===== config.mk =====
export PLATFORM = sky130hd
export DESIGN_NAME = adc_acquisition_scheduler
export DESIGN_NICKNAME = d
export VERILOG_FILES = /design/src/rtl/adc_acquisition_scheduler.sv
export SDC_FILE = /design/constraint.sdc
export NUM_CORES = 1
export LEC_CHECK = 0
export CAP_MARGIN = 25
export CORE_MARGIN = 4
export CORE_UTILIZATION = 42
export DETAILED_ROUTE_END_ITERATION = 10
export GPL_TIMING_DRIVEN = 0
export PLACE_DENSITY = 0.73
export RECOVER_POWER = 50
export SYNTH_ARGS = -nofsm -noshare
export SYNTH_HDL_FRONTEND = slang
export SYNTH_SLANG_ARGS = --single-unit
export TNS_END_PERCENT = 20

===== constraint.sdc =====
create_clock -name clk -period 5.9 [get_ports clk]
set_clock_uncertainty 0.15 [all_clocks]
set_input_delay 0.885 -clock clk [delete_from_list [all_inputs] [get_ports clk]]
set_output_delay 0.885 -clock clk [all_outputs]
set_load 0.02 [all_outputs]

===== src/rtl/adc_acquisition_scheduler.sv =====
// Paces ADC conversions, accumulates 2^ACC_LOG2 signed samples per frame, and recovers the ADC on error or timeout.
// Samples are reported one cycle after the data_enable edge; there is no backpressure, and late period ticks are dropped and counted.
module adc_acquisition_scheduler #(
  parameter int ACC_LOG2         = 4,
  parameter int ADC_RESET_CYCLES = 4,
  parameter int SETTLE_CYCLES    = 2048,
  parameter int TIMEOUT_CYCLES   = 1024
) (
  input  logic                  clk,
  input  logic                  reset,
  input  logic                  enable,
  input  logic [31:0]           period,
  output logic                  adc_start,
  output logic                  adc_reset,
  input  logic                  adc_data_enable,
  input  logic                  adc_is_error,
  input  logic [15:0]           adc_data,
  output logic [15:0]           sample_out,
  output logic                  sample_valid,
  output logic [16+ACC_LOG2-1:0] frame_sum,
  output logic                  frame_valid,
  output logic [15:0]           frame_count,
  output logic [7:0]            error_count,
  output logic [7:0]            overrun_count,
  output logic                  busy
);

  localparam int ACC_W   = 16 + ACC_LOG2;
  localparam int IDX_W   = (ACC_LOG2 > 0) ? ACC_LOG2 : 1;
  localparam int CYC_MAX = (SETTLE_CYCLES > ADC_RESET_CYCLES) ? SETTLE_CYCLES : ADC_RESET_CYCLES;
  localparam int CYC_W   = $clog2(CYC_MAX) + 1;
  localparam int TO_W    = $clog2(TIMEOUT_CYCLES) + 1;
  localparam logic [IDX_W-1:0] IDX_LAST = IDX_W'((1 << ACC_LOG2) - 1);

  typedef enum logic [2:0] {
    S_RESET_ADC,
    S_SETTLE,
    S_IDLE,
    S_ARMED,
    S_WAIT_DATA,
    S_WAIT_RELEASE,
    S_RECOVER
  } state_t;

  state_t             state_q, state_d;
  logic [CYC_W-1:0]   cyc_q, cyc_d;
  logic [31:0]        period_q, period_d;
  logic [31:0]        pcnt_q, pcnt_d;
  logic [TO_W-1:0]    tcnt_q, tcnt_d;
  logic               de_prev_q, de_prev_d;
  logic               start_q, start_d;
  logic [15:0]        sample_q, sample_d;
  logic               sample_vld_q, sample_vld_d;
  logic [ACC_W-1:0]   acc_q, acc_d;
  logic [IDX_W-1:0]   idx_q, idx_d;
  logic [ACC_W-1:0]   frame_sum_q, frame_sum_d;
  logic               frame_vld_q, frame_vld_d;
  logic [15:0]        frame_cnt_q, frame_cnt_d;
  logic [7:0]         err_cnt_q, err_cnt_d;
  logic [7:0]         ovr_cnt_q, ovr_cnt_d;

  logic               running;
  logic               tick;
  logic               de_rise;
  logic               err_hit;
  logic [ACC_W-1:0]   acc_sum;

  always_comb begin
    state_d      = state_q;
    cyc_d        = cyc_q;
    period_d     = period_q;
    pcnt_d       = pcnt_q;
    tcnt_d       = tcnt_q;
    de_prev_d    = adc_data_enable;
    start_d      = 1'b0;
    sample_d     = sample_q;
    sample_vld_d = 1'b0;
    acc_d        = acc_q;
    idx_d        = idx_q;
    frame_sum_d  = frame_sum_q;
    frame_vld_d  = 1'b0;
    frame_cnt_d  = frame_cnt_q;
    err_cnt_d    = err_cnt_q;
    ovr_cnt_d    = ovr_cnt_q;

    running = (state_q == S_ARMED) || (state_q == S_WAIT_DATA) || (state_q == S_WAIT_RELEASE);
    tick    = running && (pcnt_q == period_q - 32'd1);
    de_rise = adc_data_enable && !de_prev_q;
    err_hit = running && adc_is_error;
    acc_sum = acc_q + ACC_W'(signed'(adc_data));

    if (running) begin
      pcnt_d = tick ? 32'd0 : pcnt_q + 32'd1;
    end
    // A tick while a conversion is still in flight cannot start a new one.
    if (tick && (state_q != S_ARMED) && (ovr_cnt_q != 8'hFF)) begin
      ovr_cnt_d = ovr_cnt_q + 8'd1;
    end

    case (state_q)
      S_RESET_ADC: begin
        if (cyc_q == CYC_W'(ADC_RESET_CYCLES - 1)) begin
          cyc_d   = '0;
          state_d = S_SETTLE;
        end else begin
          cyc_d = cyc_q + 1'b1;
        end
      end
      S_SETTLE: begin
        if (cyc_q == CYC_W'(SETTLE_CYCLES - 1)) begin
          cyc_d   = '0;
          state_d = S_IDLE;
        end else begin
          cyc_d = cyc_q + 1'b1;
        end
      end
      S_IDLE: begin
        period_d = (period == 32'd0) ? 32'd1 : period;
        pcnt_d   = '0;
        acc_d    = '0;
        idx_d    = '0;
        if (enable) state_d = S_ARMED;
      end
      S_ARMED: begin
        if (err_hit) begin
          state_d = S_RECOVER;
        end else if (!enable) begin
          state_d = S_IDLE;
        end else if (tick) begin
          start_d = 1'b1;
          tcnt_d  = '0;
          state_d = S_WAIT_DATA;
        end
      end
      S_WAIT_DATA: begin
        if (err_hit) begin
          state_d = S_RECOVER;
        end else if (de_rise) begin
          sample_d     = adc_data;
          sample_vld_d = 1'b1;
          state_d      = S_WAIT_RELEASE;
          if (idx_q == IDX_LAST) begin
            frame_sum_d = acc_sum;
            frame_vld_d = 1'b1;
            frame_cnt_d = frame_cnt_q + 16'd1;
            acc_d       = '0;
            idx_d       = '0;
          end else begin
            acc_d = acc_sum;
            idx_d = idx_q + 1'b1;
          end
        end else if (tcnt_q == TO_W'(TIMEOUT_CYCLES - 1)) begin
          state_d = S_RECOVER;
        end else begin
          tcnt_d = tcnt_q + 1'b1;
        end
      end
      S_WAIT_RELEASE: begin
        if (err_hit) begin
          state_d = S_RECOVER;
        end else if (!adc_data_enable) begin
          state_d = S_ARMED;
        end
      end
      S_RECOVER: begin
        if (err_cnt_q != 8'hFF) err_cnt_d = err_cnt_q + 8'd1;
        acc_d   = '0;
        idx_d   = '0;
        cyc_d   = '0;
        state_d = S_RESET_ADC;
      end
      default: begin
        cyc_d   = '0;
        state_d = S_RESET_ADC;
      end
    endcase
  end

  always_ff @(posedge clk or posedge reset) begin
    if (reset) begin
      state_q      <= S_RESET_ADC;
      cyc_q        <= '0;
      period_q     <= 32'd1;
      pcnt_q       <= '0;
      tcnt_q       <= '0;
      de_prev_q    <= 1'b0;
      start_q      <= 1'b0;
      sample_q     <= '0;
      sample_vld_q <= 1'b0;
      acc_q        <= '0;
      idx_q        <= '0;
      frame_sum_q  <= '0;
      frame_vld_q  <= 1'b0;
      frame_cnt_q  <= '0;
      err_cnt_q    <= '0;
      ovr_cnt_q    <= '0;
    end else begin
      state_q      <= state_d;
      cyc_q        <= cyc_d;
      period_q     <= period_d;
      pcnt_q       <= pcnt_d;
      tcnt_q       <= tcnt_d;
      de_prev_q    <= de_prev_d;
      start_q      <= start_d;
      sample_q     <= sample_d;
      sample_vld_q <= sample_vld_d;
      acc_q        <= acc_d;
      idx_q        <= idx_d;
      frame_sum_q  <= frame_sum_d;
      frame_vld_q  <= frame_vld_d;
      frame_cnt_q  <= frame_cnt_d;
      err_cnt_q    <= err_cnt_d;
      ovr_cnt_q    <= ovr_cnt_d;
    end
  end

  assign adc_start     = start_q;
  assign adc_reset     = (state_q == S_RESET_ADC);
  assign busy          = (state_q != S_IDLE);
  assign sample_out    = sample_q;
  assign sample_valid  = sample_vld_q;
  assign frame_sum     = frame_sum_q;
  assign frame_valid   = frame_vld_q;
  assign frame_count   = frame_cnt_q;
  assign error_count   = err_cnt_q;
  assign overrun_count = ovr_cnt_q;

endmodule


==> metrics.cfg <==
[critical_path]
setup.worst_path.end_class = flop
worst-path-buf-inv = 3
critPathArrivalTime_ns = 4.67
critPathLaunchType = flop
timing.rr.start = period_q[7]
cpPeakStageDelay_ns = 0.75
critPathKind = flop to flop
cp_slowest_cell = nor4_1
crit_path_max_fanout = 10
cp_cell_sequence = clkbuf_1 -> or4_1 -> clkbuf_1 -> nor4_1 -> nand2_1 -> o311ai_0 -> nor2_1 -> or3b_2 -> nor4b_1 -> and2_1 -> buf_2 -> nor2_1
timing.rr.end = tcnt_q[10]
crit_family = simple AND/OR/NAND/NOR gates
worst_ep_required_time_ns = 6.07
ff2ff_setup_slack_ns = 1.40
ff2ff_path_depth = 12

[route]
wl_met2_mm = 12.6
drc = 0
wl_per_cell_um = 16.2
wl_met3_mm = 1.59
routed.top_layer = met4
drt-initial-drc-count = 658
vias = 9126
ant_nets = 0
viasPerCell = 5.50
first_pass_iters = 5
wl_mm = 26.9
wirelength_met1_mm = 12.1

[timing]
min_period_over_period_pct = 76.2
tightest_slew_ns = 2.27
finalCriticalPeriod_ns = 4.50
setup_tns_ns = 0
fmax_mhz = 222
relSlewSlack_pct = -51.4
fin_hold_ws_ns = 0.328
slew_viol_final = 176
finalHoldViolCount = 0
setup_violations = 0
rsz0062_at_grt = no

[clocking]
clk_pin_slew_ns = 0.08
clock_latency_ns = 0.45
cts_tree = done
htreeDepth = 4
post_cts_resized = 0
cts_sinks = 186
numCtsBuffers = 17
cts_hold_buf = 0
clock-root-buffer = clkbuf_16
cts_buffer_depth = 2
cts_setup_buffers = 0

[floorplanning]
ios = 126
start_util_pct = 42.7
die_area_um2 = 27200
die_y_um = 165
coreArea_um2 = 24200
core.rowCount = 57
die_w_um = 165

[synth]
netlist_instances = 1171
synth_warnings = 0
synth-edff-count = 0
synth_area_leaders = dfrtp_1 (45%), nand2_1 (11%), xnor2_1 (6.0%)
syn_area_um2 = 10300
ys_seq_area_share_pct = 45.0
syn_nets = 1254
synthFlopType = dfrtp_1
synth_top_area_cell = dfrtp_1
synth_top_cell_area_share_pct = 44.7
syn_area_per_cell_um2 = 8.84
ys_types = 71
ys_ff_latch = 186
async_flop_share_pct = 100

[worst_hold_path]
holdPathStages = 2
holdCritPathClass = flop to flop
hp-start = sample_out[6]
hold_end = sample_out[6]

[power_and_ir_drop]
power_density_nw_per_um2 = 375
max-vdd-ir-drop_mv = 0.229
p_leak_nw = 5.62

[grt]
antenna_found_initial = 0
grt_max_degree = 42
gr-total-overflow = 0
grt_pass1_wl_mm = 45.4
grt_pass1_vias = 9006
grt_usage_pct = 20.6

[cells_and_area]
drive_gt1_share_pct = 4.79
nFillCells = 2256
area_delta_synth_final_pct = 22.3
num_antenna_cells = 0
nNetsFinal = 1405
stdcell_count = 1659

[placed_design]
port_buffers = 125
globalplace.congestion = 0.905
place_inst = 1627
dp_hpwl_mm = 20.4

[status]
status = finished with violations
violations = max-capacitance violations, max-slew violations

[run]
maxCapViolations = 5

worst max path at each step:
stage / from / to / slack, ns / cells after the start
2_1_floorplan: period_q[8] / pcnt_q[24] / 2.15 / 12
3_3_place_gp: reset / period_q[26] / 0.94 / 2
3_5_place_dp: period_q[7] / tcnt_q[8] / 1.45 / 12
4_1_cts: period_q[7] / tcnt_q[8] / 1.43 / 12
5_1_grt: reset / period_q[12] / 0.68 / 4
6_report: period_q[7] / tcnt_q[10] / 1.40 / 12
routing by layer:
| metal | GRT usage, % | up-vias |
|---|---|---|
| li1 | - | 4381 |
| met1 | 28.1 | 4471 |
| met4 | 6.39 | 0 |
| met5 | 0 | - |
| met3 | 4.52 | 31 |
| met2 | 32.8 | 243 |
worst min-delay path, delay by kind of cell, from the launching register on:
kind             cells  cell delay (ns)
DFF                  1             0.35
and+or+nand+nor      2             0.10
sequential cells by signal, summed over array words and instances (netlist names), 11 cells and up:
name,count
period_q,32
sample_out,16
acc_q,20
cyc_q,12
frame_sum,20
tcnt_q,11
frame_count,16
pcnt_q,32
cell type report:
type | count | area [µm²] | share of cell area, %
tap | 324 | 405 | 3.20
clock buffer | 17 | 425 | 3.36
multi-input combinational | 912 | 5400 | 42.7
sequential | 186 | 4660 | 36.8
buffer | 48 | 199 | 1.57
inverter | 25 | 95.1 | 0.752
clock inverter | 15 | 190 | 1.50
timing repair buffer | 132 | 1280 | 10.1
metrics by stage:
step	instance area [µm²]	setup WS [ns]	util (%)	power, mW
floorplan	10300	2.15	-	2.96
global placement	12000	0.935	49.5	3.51
detailed placement	12100	1.45	50.0	3.58
CTS	12700	1.43	52.5	4.77
global route	12600	0.685	52.2	5.07
finish	12600	1.40	52.2	4.74
cells by family after synthesis:
logic type | after synthesis | synth area share [%]
AOI/OAI and AO/OA | 172 | 11.3
xor gates and xnor gates | 105 | 8.89
adders and majority gates | 30 | 3.70
buffers and inverters | 73 | 2.83
DFF | 186 | 45.0
muxes | 8 | 0.822
and+or+nand+nor | 597 | 27.5
cells in the mapped netlist, types with 5 or more instances:
library cell  count
clkbuf_1         42
nand2_1         290
nand3_1          40
nand3b_1          5
nor3b_1           6
nand2b_1         13
a22o_1           24
o211ai_1          6
a21oi_1          17
or2_2             8
nor3_1           35
nor4_1           24
or3_1            11
xnor2_1          71
xor2_1           34
o21ai_0          53
a211oi_1          5
and3_1           21
nand4_1          24
nor2_1           77
and4_1            6
ha_1             29
nor2b_1           9
dfrtp_1         185
a31oi_1          15
or4_1             7
a21o_1            8
inv_1            25
placed cells by master (no fill, tap or decap), drive strengths merged, types with 7 or more instances in the layout:
master         count
a21o               8
a21oi             17
a22o              24
a31oi             15
and3              21
buf                7
clkbuf            65
clkdlybuf4s50    123
clkinv             7
dfrtp            185
ha                29
inv               31
nand2            290
nand2b            13
nand3             42
nand4             24
nor2              77
nor2b              9
nor3              37
nor4              25
o21ai             54
or2                8
or3               12
or4               10
xnor2             71
xor2              34
report_power, final:
group	switching [mW]	internal (mW)	leakage [nW]	total [mW]
clock	0.588	0.580	0.294	1.17
sequential	0.235	1.50	2.50	1.73
combinational	1.13	0.708	2.82	1.84
total	1.96	2.78	5.62	4.74
Note: power is estimated with default switching activity, not from simulation.
